===== src/rtl/drive_input_arbiter_if.sv =====
// drive_input_arbiter_if
//   Bundles the per-source drive requests and the merged drive command.
//   master: input decoders side (drives src_*, freeze; observes the command)
//   slave : arbiter side (observes src_*, freeze; drives the command)
//   src_accel  [2*NUM_SRC] per source {fwd,back}, src i at [2i+1:2i]
//   src_turn   [2*NUM_SRC] per source 00 left, 01 right, 11 straight
//   src_active [NUM_SRC]   source present/enabled
//   freeze                 hold all arbiter state
//   forward, backward, turn, sel_src, owner_valid, cmd_change  merged command
interface drive_input_arbiter_if #(
  parameter int NUM_SRC = 2,
  parameter int SEL_W   = 1
);
  logic [2*NUM_SRC-1:0] src_accel;
  logic [2*NUM_SRC-1:0] src_turn;
  logic [NUM_SRC-1:0]   src_active;
  logic                 freeze;
  logic                 forward;
  logic                 backward;
  logic [1:0]           turn;
  logic [SEL_W-1:0]     sel_src;
  logic                 owner_valid;
  logic                 cmd_change;

  modport master (
    output src_accel, src_turn, src_active, freeze,
    input  forward, backward, turn, sel_src, owner_valid, cmd_change
  );

  modport slave (
    input  src_accel, src_turn, src_active, freeze,
    output forward, backward, turn, sel_src, owner_valid, cmd_change
  );
endinterface


===== src/rtl/drive_input_arbiter.sv =====
// drive_input_arbiter
//   Merges NUM_SRC drive-control sources into one debounced, registered
//   {forward, backward, turn} command with sticky ownership, optional
//   priority preemption (PREEMPT) and an idle timeout on a neutral owner.
//   Source 0 has the highest priority.
// Ports
//   clock   system clock
//   resetn  synchronous, active-low reset
//   bus     drive_input_arbiter_if.slave (src_* and freeze in, command out)
// Build option
//   DRIVE_ARB_SYNC_EN: route every src_* bit through a 2-flop synchroniser
//   (for GPIO-driven sources); otherwise the inputs feed sanitising directly.
//
// state | meaning
// IDLE  | no owner, command is stop/straight, waiting for a requesting source
// OWN   | sel_src owns the command; timeout counts neutral owner cycles
module drive_input_arbiter #(
  parameter int NUM_SRC        = 2,
  parameter int SEL_W          = 1,
  parameter int STABLE_CYCLES  = 4,
  parameter int TIMEOUT_CYCLES = 25000000,
  parameter int CNT_W          = 25,
  parameter int PREEMPT        = 1
) (
  input logic                  clock,
  input logic                  resetn,
  drive_input_arbiter_if.slave bus
);

  localparam int         DB_W    = $clog2(STABLE_CYCLES + 1);
  // {accel[1:0], turn[1:0]} of stop / straight
  localparam logic [3:0] NEUTRAL = 4'b0011;

  typedef enum logic {IDLE, OWN} state_e;

  logic [2*NUM_SRC-1:0] accel_s, turn_s;
  logic [NUM_SRC-1:0]   active_s;

`ifdef DRIVE_ARB_SYNC_EN
  logic [2*NUM_SRC-1:0] accel_m_q, accel_s_q, turn_m_q, turn_s_q;
  logic [NUM_SRC-1:0]   active_m_q, active_s_q;

  // Synchronisers ignore freeze so the view of the pins stays current.
  always_ff @(posedge clock) begin
    if (!resetn) begin
      accel_m_q  <= '0;
      accel_s_q  <= '0;
      turn_m_q   <= '1;
      turn_s_q   <= '1;
      active_m_q <= '0;
      active_s_q <= '0;
    end else begin
      accel_m_q  <= bus.src_accel;
      accel_s_q  <= accel_m_q;
      turn_m_q   <= bus.src_turn;
      turn_s_q   <= turn_m_q;
      active_m_q <= bus.src_active;
      active_s_q <= active_m_q;
    end
  end

  assign accel_s  = accel_s_q;
  assign turn_s   = turn_s_q;
  assign active_s = active_s_q;
`else
  assign accel_s  = bus.src_accel;
  assign turn_s   = bus.src_turn;
  assign active_s = bus.src_active;
`endif

  logic [3:0]      san_v    [NUM_SRC];
  logic [3:0]      cand_q   [NUM_SRC];
  logic [3:0]      cand_d   [NUM_SRC];
  logic [3:0]      acc_q    [NUM_SRC];
  logic [3:0]      acc_d    [NUM_SRC];
  logic [DB_W-1:0] db_cnt_q [NUM_SRC];
  logic [DB_W-1:0] db_cnt_d [NUM_SRC];

  // Accepted value is written on the same edge the count reaches
  // STABLE_CYCLES, so only the output register follows acceptance.
  always_comb begin
    for (int i = 0; i < NUM_SRC; i++) begin
      san_v[i][3:2] = (accel_s[2*i +: 2] == 2'b11) ? 2'b00 : accel_s[2*i +: 2];
      san_v[i][1:0] = (turn_s[2*i +: 2] == 2'b10) ? 2'b11 : turn_s[2*i +: 2];
      cand_d[i]     = cand_q[i];
      db_cnt_d[i]   = db_cnt_q[i];
      acc_d[i]      = acc_q[i];
      if (!bus.freeze) begin
        if (san_v[i] == cand_q[i]) begin
          if (db_cnt_q[i] != DB_W'(STABLE_CYCLES)) db_cnt_d[i] = db_cnt_q[i] + DB_W'(1);
        end else begin
          cand_d[i]   = san_v[i];
          db_cnt_d[i] = DB_W'(1);
        end
        if (db_cnt_d[i] == DB_W'(STABLE_CYCLES)) acc_d[i] = cand_d[i];
      end
    end
  end

  state_e           state_q, state_d;
  logic [SEL_W-1:0] sel_q, sel_d;
  logic [CNT_W-1:0] tmo_q, tmo_d;
  logic [3:0]       out_q, out_d;
  logic             cmd_q, cmd_d;

  logic             req_any;
  logic [SEL_W-1:0] req_idx;
  logic [3:0]       req_val, own_val;
  logic             own_act;

  // Lowest-index requesting source, plus muxed views of owner and winner.
  always_comb begin
    req_any = 1'b0;
    req_idx = '0;
    for (int i = NUM_SRC - 1; i >= 0; i--) begin
      if (active_s[i] && (acc_q[i] != NEUTRAL)) begin
        req_any = 1'b1;
        req_idx = SEL_W'(i);
      end
    end
  end

  always_comb begin
    own_val = NEUTRAL;
    own_act = 1'b0;
    req_val = NEUTRAL;
    for (int i = 0; i < NUM_SRC; i++) begin
      if (SEL_W'(i) == sel_q) begin
        own_val = acc_q[i];
        own_act = active_s[i];
      end
      if (SEL_W'(i) == req_idx) req_val = acc_q[i];
    end
  end

  always_comb begin
    state_d = state_q;
    sel_d   = sel_q;
    tmo_d   = tmo_q;
    out_d   = out_q;
    cmd_d   = 1'b0;
    if (!bus.freeze) begin
      case (state_q)
        IDLE: begin
          tmo_d = '0;
          out_d = NEUTRAL;
          if (req_any) begin
            state_d = OWN;
            sel_d   = req_idx;
            out_d   = req_val;
          end
        end
        OWN: begin
          // Release wins over preemption; re-acquisition happens from IDLE.
          if (!own_act || (tmo_q == CNT_W'(TIMEOUT_CYCLES - 1))) begin
            state_d = IDLE;
            tmo_d   = '0;
            out_d   = NEUTRAL;
          end else if ((PREEMPT != 0) && req_any && (req_idx < sel_q)) begin
            sel_d = req_idx;
            tmo_d = '0;
            out_d = req_val;
          end else begin
            tmo_d = (own_val == NEUTRAL) ? tmo_q + CNT_W'(1) : '0;
            out_d = own_val;
          end
        end
        default: state_d = IDLE;
      endcase
      cmd_d = ({out_d, sel_d} != {out_q, sel_q});
    end
  end

  always_ff @(posedge clock) begin
    if (!resetn) begin
      for (int i = 0; i < NUM_SRC; i++) begin
        cand_q[i]   <= NEUTRAL;
        acc_q[i]    <= NEUTRAL;
        db_cnt_q[i] <= '0;
      end
      state_q <= IDLE;
      sel_q   <= '0;
      tmo_q   <= '0;
      out_q   <= NEUTRAL;
      cmd_q   <= 1'b0;
    end else begin
      for (int i = 0; i < NUM_SRC; i++) begin
        cand_q[i]   <= cand_d[i];
        acc_q[i]    <= acc_d[i];
        db_cnt_q[i] <= db_cnt_d[i];
      end
      state_q <= state_d;
      sel_q   <= sel_d;
      tmo_q   <= tmo_d;
      out_q   <= out_d;
      cmd_q   <= cmd_d;
    end
  end

  assign bus.forward     = out_q[3];
  assign bus.backward    = out_q[2];
  assign bus.turn        = out_q[1:0];
  assign bus.sel_src     = sel_q;
  assign bus.owner_valid = (state_q == OWN);
  assign bus.cmd_change  = cmd_q;

endmodule


===== src/flat_wrapper.sv =====
// flat-port wrapper written by rule: the top's interface ports become plain ports
module drive_input_arbiter_flat 
#(
  parameter int NUM_SRC        = 2,
  parameter int SEL_W          = 1,
  parameter int STABLE_CYCLES  = 4,
  parameter int TIMEOUT_CYCLES = 25000000,
  parameter int CNT_W          = 25,
  parameter int PREEMPT        = 1
)
  (clock, resetn, bus_src_accel, bus_src_turn, bus_src_active, bus_freeze, bus_forward, bus_backward, bus_turn, bus_sel_src, bus_owner_valid, bus_cmd_change);
  drive_input_arbiter_if #(.NUM_SRC(NUM_SRC), .SEL_W(SEL_W)) bus_i ();
  input logic clock;
  input logic resetn;
  input wire logic [$bits(bus_i.src_accel)-1:0] bus_src_accel;
  input wire logic [$bits(bus_i.src_turn)-1:0] bus_src_turn;
  input wire logic [$bits(bus_i.src_active)-1:0] bus_src_active;
  input wire logic [$bits(bus_i.freeze)-1:0] bus_freeze;
  output wire logic [$bits(bus_i.forward)-1:0] bus_forward;
  output wire logic [$bits(bus_i.backward)-1:0] bus_backward;
  output wire logic [$bits(bus_i.turn)-1:0] bus_turn;
  output wire logic [$bits(bus_i.sel_src)-1:0] bus_sel_src;
  output wire logic [$bits(bus_i.owner_valid)-1:0] bus_owner_valid;
  output wire logic [$bits(bus_i.cmd_change)-1:0] bus_cmd_change;
  assign bus_i.src_accel = bus_src_accel;
  assign bus_i.src_turn = bus_src_turn;
  assign bus_i.src_active = bus_src_active;
  assign bus_i.freeze = bus_freeze;
  assign bus_forward = bus_i.forward;
  assign bus_backward = bus_i.backward;
  assign bus_turn = bus_i.turn;
  assign bus_sel_src = bus_i.sel_src;
  assign bus_owner_valid = bus_i.owner_valid;
  assign bus_cmd_change = bus_i.cmd_change;
  drive_input_arbiter #(.NUM_SRC(NUM_SRC), .SEL_W(SEL_W), .STABLE_CYCLES(STABLE_CYCLES), .TIMEOUT_CYCLES(TIMEOUT_CYCLES), .CNT_W(CNT_W), .PREEMPT(PREEMPT)) u_core (.clock(clock), .resetn(resetn), .bus(bus_i));
endmodule

===== config.mk =====
export PLATFORM = sky130hd
export DESIGN_NAME = drive_input_arbiter_flat
export DESIGN_NICKNAME = d
export VERILOG_FILES = /design/src/rtl/drive_input_arbiter_if.sv /design/src/rtl/drive_input_arbiter.sv /design/src/flat_wrapper.sv
export SDC_FILE = /design/constraint.sdc
export NUM_CORES = 1
export LEC_CHECK = 0
export ABC_AREA = 1
export BUFFER_PORTS_ARGS = -buffer_cell sky130_fd_sc_hd__buf_4
export CAP_MARGIN = 20
export CELL_PAD_IN_SITES_DETAIL_PLACEMENT = 1
export CELL_PAD_IN_SITES_GLOBAL_PLACEMENT = 1
export CORE_ASPECT_RATIO = 0.7
export CORE_MARGIN = 5
export CORE_UTILIZATION = 45
export CTS_BUF_LIST = sky130_fd_sc_hd__clkbuf_8
export DETAILED_ROUTE_END_ITERATION = 8
export HOLD_SLACK_MARGIN = 0.12
export PLACE_DENSITY = 0.79
export SLEW_MARGIN = 20
export SYNTH_ARGS = -nofsm -noshare
export SYNTH_HDL_FRONTEND = slang
export SYNTH_SLANG_ARGS = --single-unit

===== constraint.sdc =====
create_clock -name clock -period 2.24 [get_ports clock]
set_clock_uncertainty 0.2 [all_clocks]
set_input_delay 0 -clock clock [delete_from_list [all_inputs] [get_ports clock]]
set_output_delay 0 -clock clock [all_outputs]
set_load 0.05 [all_outputs]

# Word level (Yosys, flattened, before mapping)
# Memory sizes are Yosys's and may differ from the RTL's.
# Cells that the tools add are included.
# word_totals
register_bits,32
ram_bits,22
mem_count,3
# memory_table
name,depth,word_bits,read_ports,rd_clocked_by_memory_dff,write_ports,line_no,rtl
u_core.acc_q,2,4,2,0,2,drive_input_arbiter.sv:74,logic [3:0] acc_q [NUM_SRC];
u_core.cand_q,2,4,2,0,2,drive_input_arbiter.sv:72,logic [3:0] cand_q [NUM_SRC];
u_core.db_cnt_q,2,3,2,0,2,drive_input_arbiter.sv:76,logic [DB_W-1:0] db_cnt_q [NUM_SRC];
# op_classes
n_addsub,3
magnitude_cmp,1
eq_ne,15
muxes,51
bitwise_logic,8
reduce_logical,6
# op_table
cell,n
25-bit 2-to-1 mux,3
4-bit 2-to-1 mux,18
25-bit case mux with 2 select lines,1
3-bit 2-to-1 mux,10
"25-bit by 1-bit adder with 25-bit output, second input constant",1
"25-bit == test, second input constant",1
1-bit 2-to-1 mux,12
"2-bit == test, second input constant",4
4-bit == test,2
2-bit 2-to-1 mux,4
"4-bit by 2-bit inequality test with 1-bit output, second input constant",2
4-bit case mux with 2 select lines,1
"3-bit by 1-bit adder with 3-bit output, second input constant",2
"3-bit == test, second input constant",2
"3-bit inequality test, second input constant",2
1-bit bitwise OR,6
5-bit inequality test,1
"4-bit by 2-bit == test with 1-bit output, second input constant",1
1-bit case mux with 2 select lines,2
1-bit logical AND,3
1-bit NOT,2
2-bit OR reduction,1
1-bit logical NOT,1
1-bit logical OR,1
1-bit < comparator,1

# Logic depth before layout (Yosys ltp)
# logic_depth
depth_word,11
depth_mapped,16
depth_no_buf,16

# Least setup slack after synthesis
# OpenSTA, ideal clock, no wires.
# synth_path
path_kind,register -> register
startpoint,reg u_core.sel_q (netlist: u_core.bus.sel_src)
endpoint,reg u_core.tmo_q[22]
setup_ns,0.066
arrival_time_ns,1.954
required_time_ns,1.974
slack_ns,0.020
path_stages_with_launch,11
n_path_buf,0
period_less_slack_ns,2.220
cell_sequence,dfxtp_1 -> inv_1 -> o21ai_1 -> nand2_1 -> nor2_2 -> nand3_2 -> nor3_4 -> inv_4 -> a21oi_4 -> nor2_1 -> a21oi_2
# synth_via
elab_chain_len,6
word_cells_on_any_way,11
# synth_rtl
item,line_no,rtl
from (decl),drive_input_arbiter.sv:101,"logic [SEL_W-1:0] sel_q, sel_d;"
from (signal assigned),drive_input_arbiter.sv:193,sel_q <= sel_d;
4-bit 2-to-1 mux,drive_input_arbiter.sv:128,if (SEL_W'(i) == sel_q) begin
4-bit by 2-bit == test with 1-bit output,drive_input_arbiter.sv:164,tmo_d = (own_val == NEUTRAL) ? tmo_q + CNT_W'(1) : '0;
25-bit 2-to-1 mux,drive_input_arbiter.sv:164,
25-bit 2-to-1 mux,drive_input_arbiter.sv:159,end else if ((PREEMPT != 0) && req_any && (req_idx < sel_q)) begin
25-bit 2-to-1 mux (*),drive_input_arbiter.sv:155,if (!own_act || (tmo_q == CNT_W'(TIMEOUT_CYCLES - 1))) begin
25-bit case mux with 2 select lines (*),drive_input_arbiter.sv:143,case (state_q)
to (signal assigned),drive_input_arbiter.sv:194,tmo_q <= tmo_d;
to (decl),drive_input_arbiter.sv:102,"logic [CNT_W-1:0] tmo_q, tmo_d;"
# Every way passes the cells marked *; elsewhere a longest branch is shown, timed or not.
# A chain may end at the register's enable or synchronous reset.

# Final worst setup path
# layout_path
startpoint,reg u_core.tmo_q[0]
endpoint,reg u_core.tmo_q[24]
# layout_via
elab_chain_len,5
word_cells_on_any_way,7
# layout_rtl
item,line_no
25-bit by 1-bit adder with 25-bit output,drive_input_arbiter.sv:164
25-bit 2-to-1 mux,drive_input_arbiter.sv:164
25-bit 2-to-1 mux,drive_input_arbiter.sv:159
25-bit 2-to-1 mux (*),drive_input_arbiter.sv:155
25-bit case mux with 2 select lines (*),drive_input_arbiter.sv:143
# Marked as above.

==> flow_summary_export.csv <==
group,metric,value,unit
clocking,clock_latency,310,ps
floorplan,num_rows,25,
place,gp_congestion,0.880,
global_route,gr-usage-all-layers,22.1,%
logic_synthesis,ys_async_sr_fraction,0,%
floorplan,ios,20,
hold_path,min_path_type,"reg -> reg",
logic_synthesis,ys_seq_elements,54,
global_route,antenna_found_initial,0,
clocking,clkTransAtPathRegs,100,ps
logic_synthesis,yosys_most_used_dff,"dfxtp_1",
timing,layout_min_cycle_time,2140,ps
worst_setup_path,worst-path-max-fanout,5,
run,maxCapViolCount,0,
timing,worst_pin_slew,770,ps
detailed_routing,viasPerCell,5.34,
timing,rsz0062_at_grt,"yes",
logic_synthesis,yosys_warnings,0,
timing,setup_viol,0,
floorplan,die_w,111,µm
final_layout,finish.utilization,56.3,%
detailed_routing,drc,0,
global_route,grt_pass1_wl,16200,µm
logic_synthesis,synth_top_area_share,33.4,%
clocking,htree_levels,2,
timing,slew_headroom,48.6,%
worst_setup_path,start_kind,"flop",
place,portBuffers,19,
place,dp_hpwl,6850,µm
global_route,grt_pass1_vias,3337,
logic_synthesis,syn_inst,473,
logic_synthesis,yosysTopAreaCell,"dfxtp_1",
logic_synthesis,ys_seq_area_share,33.4,%
logic_synthesis,synth.area.top_cells,"dfxtp_1, nand2_1, a21oi_1, inv_1, nand3_1",
logic_synthesis,synth_edf_count,0,
worst_setup_path,criticalPathCategory,"reg -> reg",
detailed_routing,drt-total-wl,9610,µm
detailed_routing,wl_per_cell,15.6,µm
global_route,grt-ovfl-total,0,
detailed_routing,dr.pass1.iters,4,
clocking,cts_root_buf,"clkbuf_8",
timing,fin_hold_ws,288,ps
clocking,cts_buffers,5,
global_route,grt_start_max_net_pins,47,
final_layout,fill_cells,913,
timing,setup_tns,0,ps
timing,timing.fmax,467,MHz
power,leakagePower,0.00163,µW
timing,final_hold_viol_count,0,
floorplan,die-area,0.00900,mm²
clocking,cts_buffer_depth,2,
timing,period_share,95.7,%
logic_synthesis,synth_nets,491,
run_status,status,"finished clean",
logic_synthesis,avgSynthCellArea,6.83,µm²
final_layout,layout-area-overhead-vs-synth,19.9,%
worst_setup_path,worst_setup_path_end_kind,"flop",
timing,drv_slew,0,
final_layout,layout.nets,540,
clocking,cts_tree,"built",
detailed_routing,first_iter_violations,149,
detailed_routing,ant_nets,0,
floorplan,floorplan.initialDensity,47.0,%
worst_setup_path,cp.required,2250,ps
power,powerDensity,458,mW/mm²
floorplan,dieHeight,80.9,µm
logic_synthesis,ys_types,42,
worst_setup_path,worstPathArrival,2160,ps
floorplan,core,0.00688,mm²
logic_synthesis,synth_area,0.00323,mm²
clocking,cts.sinks,54,
final_layout,num_antenna_cells,0,
detailed_routing,vias,3290,
final_layout,drive_above_1_share,18.6,%
power,peakVddDrop,0.000252,V
power,p_total,1770,µW
final timing paths:
path,cells after the start,from,endpoint,slack [ps]
worst max-delay path,11,u_core.tmo_q[0],u_core.tmo_q[24],100
worst min register to register,1,u_core.tmo_q[0],u_core.tmo_q[0],290
worst max register to register,11,u_core.tmo_q[0],u_core.tmo_q[24],100
worst min-delay path,1,u_core.tmo_q[0],u_core.tmo_q[0],290
kinds of logic (layout without fill, tap and decap cells):
group                    after synthesis  after routing  share of synthesized area, %
flip-flops                            54             54                          33.4
adder cells (fa/ha/maj)                5              5                          1.94
AO/OA/AOI/OAI                        104            104                          18.7
buffers and inverters                 67            116                          8.32
AND/OR/NAND/NOR                      230            230                          34.0
XOR/XNOR                              13             13                          3.52
routing by layer:
layer	vias up	wire length [µm]	GRT usage, %
li1	1654	-	-
met1	1581	5020	30.3
met2	47	4230	37.1
met3	8	250	3.65
met4	0	101	4.50
met5	-	0	0
cells in the final DEF (no fill, tap or decap), types with 2 or more instances in the layout:
master	count
a211oi_1	5
nand3_2	4
nor3_4	2
nand4_1	7
o211ai_1	2
buf_4	40
ha_1	4
nor2_2	9
nor3_2	3
nand3_1	30
a32oi_1	2
inv_2	4
o31ai_1	2
inv_1	49
nor3_1	6
o21ai_0	24
clkbuf_8	5
nand3b_1	5
dfxtp_2	2
nor2_1	37
nand2_1	110
xnor2_1	7
a21oi_2	6
dlygate4sd3_1	16
a21oi_1	44
xor2_1	6
nor2_4	4
nand2_2	7
o21ai_1	12
dfxtp_1	51
critical path: stages, from the launching register on:
cell and delay (ps):
dfxtp_4 380, ha_4 140, nand3_2 120, nor2_4 150
nand4_4 110, nor3_4 250, nand2_2 140, nor2_8 180
buf_4 140, nand3_1 60, nand3_1 110, a21oi_1 60
per-stage QoR:
stage	worst slack (ps)	std cells	instance area (µm²)
finish	96.6	616	3870
global route	-31.5	616	3870
CTS	11.6	611	3790
detailed placement	9.46	588	3540
global placement	176	588	3540
floorplan	19.9	473	3230
registers in the layout, summed over array words and instances, names as in the netlist:
signal,cells
u_core.cand_q,8
u_core.acc_q,8
u_core.tmo_q,25
u_core.out_q,4
u_core.bus.cmd_change,1
u_core.db_cnt_q,6
u_core.bus.owner_valid,1
u_core.bus.sel_src,1
area by class of cell:
class                      count  area (µm²)  share of cell area (%)
tap                           94         118                    3.04
sequential                    54        1090                    28.1
multi-input combinational    352        1930                    49.7
timing repair buffer          56         460                    11.9
inverter                      53         201                    5.20
clock inverter                 2        11.3                   0.291
clock buffer                   5        68.8                    1.78
cell usage after synthesis, types with 7 or more instances:
master      n
a21oi_1    44
clkbuf_1   11
dfxtp_1    54
inv_1      48
nand2_1   112
nand3_1    30
nand4_1     7
nor2_1     40
nor2_2      8
nor3_1      7
o21ai_0    28
o21ai_1     8
xnor2_1     7
what timing repair did:
action	4_1_cts	5_1_grt
hold buffers	16	0
pin swaps	0	6
resized for setup	1	18
setup buffers	0	5
setup endpoints to repair	1	13
hold endpoints to repair	43	0
where the power goes:
part	total, µW	internal (µW)	switching [µW]	leakage (µW)
logic	233	91.1	142	0.00115
clock network	547	211	336	0.0000414
registers	994	979	15.2	0.000441
total	1770	1280	493	0.00163
Note: power is estimated with default switching activity, not from simulation.
